**config.mk**
```make
export PLATFORM = sky130hd
export DESIGN_NAME = cmd_sched
export DESIGN_NICKNAME = d
export VERILOG_FILES = /design/src/rtl/cmd_pkg.sv /design/src/rtl/cmd_sched_az_timer.sv /design/src/rtl/cmd_sched.sv
export SDC_FILE = /design/constraint.sdc
export NUM_CORES = 1
export LEC_CHECK = 0
export ABC_CLOCK_PERIOD_IN_PS = 6850
export CAP_MARGIN = 5
export CORE_ASPECT_RATIO = 0.6
export CORE_MARGIN = 2
export CORE_UTILIZATION = 60
export CTS_BUF_LIST = sky130_fd_sc_hd__clkbuf_8
export DETAILED_ROUTE_END_ITERATION = 7
export GPL_ROUTABILITY_DRIVEN = 0
export PLACE_DENSITY_LB_ADDON = 0.3
export SETUP_SLACK_MARGIN = 0.3
export SYNTH_ARGS = -nofsm -noshare
export SYNTH_HDL_FRONTEND = slang
export SYNTH_SLANG_ARGS = --single-unit
```
**constraint.sdc**
```tcl
create_clock -name CMD_CLK -period 6.85 [get_ports CMD_CLK]
set_input_delay 1.37 -clock CMD_CLK [delete_from_list [all_inputs] [get_ports CMD_CLK]]
set_output_delay 1.37 -clock CMD_CLK [all_outputs]
set_load 0.01 [all_outputs]
```
**src/rtl/cmd_pkg.sv**
```systemverilog
// Shared definitions for the command scheduler: sequence-select encodings,
// FSM state type and the default launch timeout.
package cmd_pkg;

    // Sequence select presented to cmd_core alongside START
    typedef logic [1:0] sel_t;

    localparam sel_t SEL_NONE = 2'd0;
    localparam sel_t SEL_TRIG = 2'd1;
    localparam sel_t SEL_AZ   = 2'd2;
    localparam sel_t SEL_SW   = 2'd3;

    // Cycles allowed between START and the core raising CMD_BUSY
    localparam int DEF_TIMEOUT = 64;

    typedef enum logic [1:0] {
        ST_IDLE      = 2'd0,
        ST_WAIT_BUSY = 2'd1,
        ST_RUN       = 2'd2,
        ST_VETO      = 2'd3
    } state_t;

endpackage

```
**src/rtl/cmd_sched_az_timer.sv**
```systemverilog
// Periodic auto-zero request generator. Counts enabled cycles and raises a
// 1-deep pending flag every period_i cycles; the flag is cleared when the
// scheduler grants the AZ sequence.
module cmd_sched_az_timer
    import cmd_pkg::*;
#(
    parameter int AZ_W = 16
) (
    input  logic            clk_i,
    input  logic            rst_ni,
    input  logic            enable_i,
    input  logic [AZ_W-1:0] period_i,
    input  logic            grant_i,
    output logic            az_p_o
);

    logic [AZ_W-1:0] tmr_q, tmr_d;
    logic            az_p_q, az_p_d;
    logic            tick;

    // Period counter; a compare at or beyond period-1 also catches a period
    // that was lowered below the current count, so the new value takes
    // effect at the next compare without waiting for a full wrap.
    always_comb begin
        tmr_d = tmr_q;
        tick  = 1'b0;
        if (!enable_i) begin
            tmr_d = '0;
        end else if (period_i != '0) begin
            if (tmr_q >= (period_i - AZ_W'(1))) begin
                tick  = 1'b1;
                tmr_d = '0;
            end else begin
                tmr_d = tmr_q + AZ_W'(1);
            end
        end
    end

    // Pending flag: a fresh tick in the grant cycle keeps the request alive
    always_comb begin
        az_p_d = az_p_q;
        if (!enable_i) begin
            az_p_d = 1'b0;
        end else if (tick) begin
            az_p_d = 1'b1;
        end else if (grant_i) begin
            az_p_d = 1'b0;
        end
    end

    // State registers
    always_ff @(posedge clk_i or negedge rst_ni) begin
        if (!rst_ni) begin
            tmr_q  <= '0;
            az_p_q <= 1'b0;
        end else begin
            tmr_q  <= tmr_d;
            az_p_q <= az_p_d;
        end
    end

    assign az_p_o = az_p_q;

endmodule

```
**src/rtl/cmd_sched.sv**
```systemverilog
// Command scheduler: arbitrates trigger, auto-zero and software launch
// requests onto cmd_core, supervises each launch until the core goes idle,
// opens the trigger veto window around AZ sequences and counts dropped
// triggers.
module cmd_sched
    import cmd_pkg::*;
#(
    parameter int CNT_W   = 16,
    parameter int TIMEOUT = DEF_TIMEOUT,
    parameter int AZ_W    = 16
) (
    input  logic             CMD_CLK,
    input  logic             CMD_RST_N,
    input  logic             ENABLE,
    input  logic [AZ_W-1:0]  AZ_PERIOD,
    input  logic [7:0]       VETO_LEN,
    input  logic             TRIG_REQ,
    input  logic             SW_REQ,
    input  logic             CMD_BUSY,
    input  logic             CNT_CLR,
    output logic             START,
    output logic [1:0]       SEL,
    output logic             AZ_VETO_FLAG,
    output logic             TIMEOUT_ERR,
    output logic [CNT_W-1:0] TRIG_DROP_CNT
);

    localparam int WCNT_W = $clog2(TIMEOUT + 1);

    // Saturating increment for the drop counter
    function automatic logic [CNT_W-1:0] sat_inc(input logic [CNT_W-1:0] v);
        if (&v) begin
            return v;
        end
        return v + CNT_W'(1);
    endfunction

    state_t            state_q;
    logic              start_q;
    sel_t              sel_q;
    logic              veto_q;
    logic              tmo_q;
    logic [WCNT_W-1:0] wait_cnt_q;
    logic [7:0]        veto_cnt_q;

    logic              trig_p_q, trig_p_d;
    logic              sw_p_q, sw_p_d;
    logic              az_p;
    logic [CNT_W-1:0]  drop_cnt_q, drop_cnt_d;

    logic              can_grant;
    logic              grant_trig, grant_az, grant_sw, grant_any;
    logic              trig_drop;
    logic              timeout_hit;
    logic              veto_done;

    cmd_sched_az_timer #(
        .AZ_W (AZ_W)
    ) u_az_timer (
        .clk_i    (CMD_CLK),
        .rst_ni   (CMD_RST_N),
        .enable_i (ENABLE),
        .period_i (AZ_PERIOD),
        .grant_i  (grant_az),
        .az_p_o   (az_p)
    );

    // Fixed-priority arbitration (trig > AZ > SW), only from an idle core
    always_comb begin
        can_grant  = (state_q == ST_IDLE) && ENABLE && !CMD_BUSY;
        grant_trig = can_grant && trig_p_q;
        grant_az   = can_grant && !trig_p_q && az_p;
        grant_sw   = can_grant && !trig_p_q && !az_p && sw_p_q;
        grant_any  = grant_trig || grant_az || grant_sw;
    end

    // Launch supervision and veto window termination conditions
    always_comb begin
        timeout_hit = (state_q == ST_WAIT_BUSY) && !CMD_BUSY &&
                      (wait_cnt_q == WCNT_W'(TIMEOUT - 1));
        veto_done   = (({1'b0, veto_cnt_q} + 9'd1) >= {1'b0, VETO_LEN});
    end

    // Trigger acceptance: a trigger arriving while the pending one is being
    // granted is kept, so only an un-granted pending trigger causes a drop
    always_comb begin
        trig_drop = TRIG_REQ && (veto_q || (trig_p_q && !grant_trig) || !ENABLE);

        trig_p_d = trig_p_q;
        if (!ENABLE) begin
            trig_p_d = 1'b0;
        end else if (TRIG_REQ && !trig_drop) begin
            trig_p_d = 1'b1;
        end else if (grant_trig) begin
            trig_p_d = 1'b0;
        end

        sw_p_d = sw_p_q;
        if (!ENABLE) begin
            sw_p_d = 1'b0;
        end else if (SW_REQ) begin
            sw_p_d = 1'b1;
        end else if (grant_sw) begin
            sw_p_d = 1'b0;
        end

        drop_cnt_d = drop_cnt_q;
        if (CNT_CLR) begin
            drop_cnt_d = '0;
        end else if (trig_drop) begin
            drop_cnt_d = sat_inc(drop_cnt_q);
        end
    end

    // Pending request flags and dropped-trigger counter
    always_ff @(posedge CMD_CLK or negedge CMD_RST_N) begin
        if (!CMD_RST_N) begin
            trig_p_q   <= 1'b0;
            sw_p_q     <= 1'b0;
            drop_cnt_q <= '0;
        end else begin
            trig_p_q   <= trig_p_d;
            sw_p_q     <= sw_p_d;
            drop_cnt_q <= drop_cnt_d;
        end
    end

    // Launch sequencing FSM with registered START/SEL/veto/timeout outputs
    always_ff @(posedge CMD_CLK or negedge CMD_RST_N) begin
        if (!CMD_RST_N) begin
            state_q    <= ST_IDLE;
            start_q    <= 1'b0;
            sel_q      <= SEL_NONE;
            veto_q     <= 1'b0;
            tmo_q      <= 1'b0;
            wait_cnt_q <= '0;
            veto_cnt_q <= '0;
        end else begin
            start_q <= 1'b0;

            if (CNT_CLR) begin
                tmo_q <= 1'b0;
            end else if (timeout_hit) begin
                tmo_q <= 1'b1;
            end

            case (state_q)
                ST_IDLE: begin
                    if (grant_any) begin
                        start_q    <= 1'b1;
                        wait_cnt_q <= '0;
                        veto_q     <= grant_az;
                        state_q    <= ST_WAIT_BUSY;
                        if (grant_trig) begin
                            sel_q <= SEL_TRIG;
                        end else if (grant_az) begin
                            sel_q <= SEL_AZ;
                        end else begin
                            sel_q <= SEL_SW;
                        end
                    end else begin
                        sel_q  <= SEL_NONE;
                        veto_q <= 1'b0;
                    end
                end

                ST_WAIT_BUSY: begin
                    if (CMD_BUSY) begin
                        state_q <= ST_RUN;
                    end else if (timeout_hit) begin
                        state_q <= ST_IDLE;
                        sel_q   <= SEL_NONE;
                        veto_q  <= 1'b0;
                    end else begin
                        wait_cnt_q <= wait_cnt_q + WCNT_W'(1);
                    end
                end

                ST_RUN: begin
                    if (!CMD_BUSY) begin
                        if ((sel_q == SEL_AZ) && (VETO_LEN != 8'd0)) begin
                            veto_cnt_q <= '0;
                            state_q    <= ST_VETO;
                        end else begin
                            state_q <= ST_IDLE;
                            sel_q   <= SEL_NONE;
                            veto_q  <= 1'b0;
                        end
                    end
                end

                ST_VETO: begin
                    if (veto_done) begin
                        state_q <= ST_IDLE;
                        sel_q   <= SEL_NONE;
                        veto_q  <= 1'b0;
                    end else begin
                        veto_cnt_q <= veto_cnt_q + 8'd1;
                    end
                end

                default: begin
                    state_q <= ST_IDLE;
                    sel_q   <= SEL_NONE;
                    veto_q  <= 1'b0;
                end
            endcase
        end
    end

    assign START         = start_q;
    assign SEL           = sel_q;
    assign AZ_VETO_FLAG  = veto_q;
    assign TIMEOUT_ERR   = tmo_q;
    assign TRIG_DROP_CNT = drop_cnt_q;

endmodule
```
==> reports/metrics.cfg <==
[place]
dp_hpwl_mm=6.376
port_buffers=51
place_area_mm2=0.004284

[clocking]
hold_buffers=0
cts_resized=0
clock-sinks=57
clockRootBuffer=clkbuf_8
cts_setup_buffers=0
cts_made_buffers=9
cts_buffer_depth=2
clock_latency_ns=0.34
clk_pin_slew_ns=0.07
h-tree-depth=3
cts_tree=built

[floorplanning]
num_rows=22
die_area_mm2=0.006818
die_w_um=105.3
die_y_um=64.77
start_util_pct=61.25
ios=52
core_area_mm2=0.006028

[timing]
finalSetupViolCount=0
tightestPinTransition_ns=0.7120
grt_setup_unrepaired=no
final_max_slew_viol_count=0
tns_ns=0
max_clock_freq_ghz=0.2045
finalCritPeriodShare_pct=71.38
fin_crit_ns=4.890
maxSlewHeadroom_pct=52.53
hold_viol=0
finalClockSkew_ns=0.008066

[min_path]
hp-class=flop to flop
min_from=wait_cnt_q[6]

[routing]
detail-route-antenna-nets=0
drtIter0Drc=234
totalWireLength_mm=8.482
drcViolationCount=0
avgRoutedWirePerCell_um=15.48
firstDrtPassIters=5
via_count=3232
via_per_inst=5.898

[power]
sw_frac_of_total_pct=33.05
p_sw_w=0.0003376
pwr-share-clk_pct=31.4
comb_power_share_pct=25.5
powerDensity_mw_per_mm2=227.4
power_frac_seq_pct=43.2
internal_power_w=0.0006838
ir_drop_mv=0.1254
leakage_nw=1.966

[worst_setup_path]
timing.rr.start=veto_cnt_q[0]
r2r_slack_ns=4.23
crit_type=input port to flop
cpPeakStageDelay_ns=0.56
path_cells=clkdlybuf4s50_1, nor4_1, nand2b_1, or4_1, xor2_1, ha_1, and3_1, o21ai_0, nand3_1, o31ai_1, o21ai_0, a21boi_0
endpoint_kind=flop
cp.arrival_ns=5.14
worstPathRequired_ns=7.10
critPathSlowestCell=o31ai_1
cp-start-kind=input port
cp_max_fo=4
crit_path_frequent_cell=o21ai_0
critPathLaunch=AZ_PERIOD[3]

[grt]
use_met1_pct=40.22
grt_pass1_vias=3158
grt_busiest_layer=met2
overflow=0
grt_pass1_wl_mm=14.87
antenna_found_initial=1
grt_use_total_pct=27.72
grt_max_degree=58
gr-usage-met3_pct=7.746
grtUsageMet2_pct=41.45

[final_layout]
area_growth_pct=21.62
fin_area_mm2=0.004491
num_antenna_cells=0
drive_above_1_share_pct=6.034
fillers=431
nets=519

[logic_synthesis]
avgSynthCellArea_um2=9.185
synth.cell_area_mm2=0.003692
synth-edff-count=0
ys_warn_count=0
ys_ff_latch=57
async_flop_share_pct=100.0
synth_cells=402
synth_fp_nets=462
ys_seq_area_share_pct=38.63
synth.distinct_cells=54
synth_flop_cell=dfrtp_1

[job]
maxCapViolations=0

[outcome]
outcome=finished, final reports clean

registers in the layout (all words and copies together) (netlist names):
signal             count
TIMEOUT_ERR            1
SEL                    2
TRIG_DROP_CNT         16
u_az_timer.az_p_o      1
wait_cnt_q             7
veto_cnt_q             8
START                  1
AZ_VETO_FLAG           1
state_q                2
sw_p_q                 1
trig_p_q               1
u_az_timer.tmr_q      16
placed cells by master, fill, tap and decap left out, drive strengths merged, types with 3 or more instances in the layout:
cell	instances
nor2	55
and4	4
dfrtp	57
clkbuf	11
or3	3
a21o	3
and3	9
nor2b	4
a21oi	10
xnor2	28
nor3	12
and2	4
clkdlybuf4s50	50
nor4b	4
o31ai	4
ha	29
buf	3
nand4	9
nor4	5
xor2	24
inv	18
or4	4
o21ai	23
o21a	4
nand2	33
nand3	23
kinds of logic after synthesis:
group	Yosys count	synth area share, %
compound gates	60	10.98
xor+xnor	52	12.33
fa+ha+maj	29	9.827
buf+inv	24	2.643
flops	57	38.63
mux	3	0.8472
simple gates	177	24.74
worst paths after layout:
check	end	cells after the start
setup reg to reg	SEL[1]	10
min in group asynchronous	veto_cnt_q[4]	2
max in group asynchronous	u_az_timer.tmr_q[7]	2
hold reg to reg	wait_cnt_q[6]	2
hold / removal	wait_cnt_q[6]	2
setup / recovery	u_az_timer.tmr_q[12]	12
cell usage after synthesis, types with 2 or more instances:
cell type	number	area, um2
a21oi_1	10	50.05
a21boi_0	2	15.01
nand4_1	9	56.30
nand2b_1	2	12.51
inv_1	17	63.81
nor2b_1	4	25.02
and3_1	9	56.30
a311oi_1	2	17.52
and4_1	4	35.03
a31oi_1	2	12.51
nand2_1	33	123.9
or4_4	2	22.52
clkbuf_1	5	18.77
o21a_1	4	30.03
o31ai_1	4	30.03
or3_1	2	12.51
dfrtp_1	57	1426
and2_1	4	25.02
nor3_1	11	55.05
ha_1	29	362.9
a22o_1	2	17.52
o21ai_0	21	105.1
a21o_1	3	22.52
nor4_1	5	31.28
xor2_1	24	210.2
nor4b_1	3	26.28
xnor2_1	28	245.2
mux2i_1	2	20.02
nor2_1	55	206.5
nand3_1	23	115.1
layer usage:
layer	up-vias	wire [um]
li1	1545	-
met1	1571	4157
met2	102	3740
met3	12	516
met4	2	53
met5	-	14
critical path: cells and delay by family:
| family | cells | cell delay (ns) |
|---|---|---|
| adder cells (fa/ha/maj) | 1 | 0.29 |
| XOR/XNOR | 1 | 0.20 |
| buffers and inverters | 1 | 0.48 |
| AO/OA/AOI/OAI | 4 | 1.23 |
| AND/OR/NAND/NOR | 5 | 1.55 |
stage by stage:
step | util (%) | std cells | worst slack (ns) | total power (W) | hold slack (ns)
2_1_floorplan | - | 402 | 2.716 | 0.0006058 | 0.4829
3_3_place_gp | 71.07 | 532 | 1.929 | 0.0006834 | 0.4840
3_5_place_dp | 71.07 | 532 | 1.633 | 0.0006986 | 0.5114
4_1_cts | 74.49 | 548 | 1.966 | 0.001025 | 0.5234
5_1_grt | 74.49 | 548 | 1.651 | 0.001089 | 0.5726
6_report | 74.49 | 548 | 1.960 | 0.001021 | 0.5257
power by group through the flow:
| stage | Clock (W) | Combinational (W) | Sequential [W] |
|---|---|---|---|
| finish | 0.000320 | 0.000260 | 0.000441 |
| global route | 0.000344 | 0.000297 | 0.000448 |
| CTS | 0.000327 | 0.000260 | 0.000438 |
| detailed placement | 0 | 0.000254 | 0.000444 |
| global placement | 0 | 0.000242 | 0.000442 |
| floorplan | 0 | 0.000184 | 0.000422 |
cell type report:
class | count | area [um2] | area share (%)
Clock buffer | 11 | 151.4 | 3.371
Clock inverter | 5 | 55.05 | 1.226
Inverter | 17 | 63.81 | 1.421
Multi-Input combinational cell | 321 | 2168 | 48.29
Sequential cell | 57 | 1426 | 31.76
Tap cell | 84 | 105.1 | 2.340
Timing Repair Buffer | 53 | 520.5 | 11.59
Note: power is estimated with default switching activity, not from simulation.
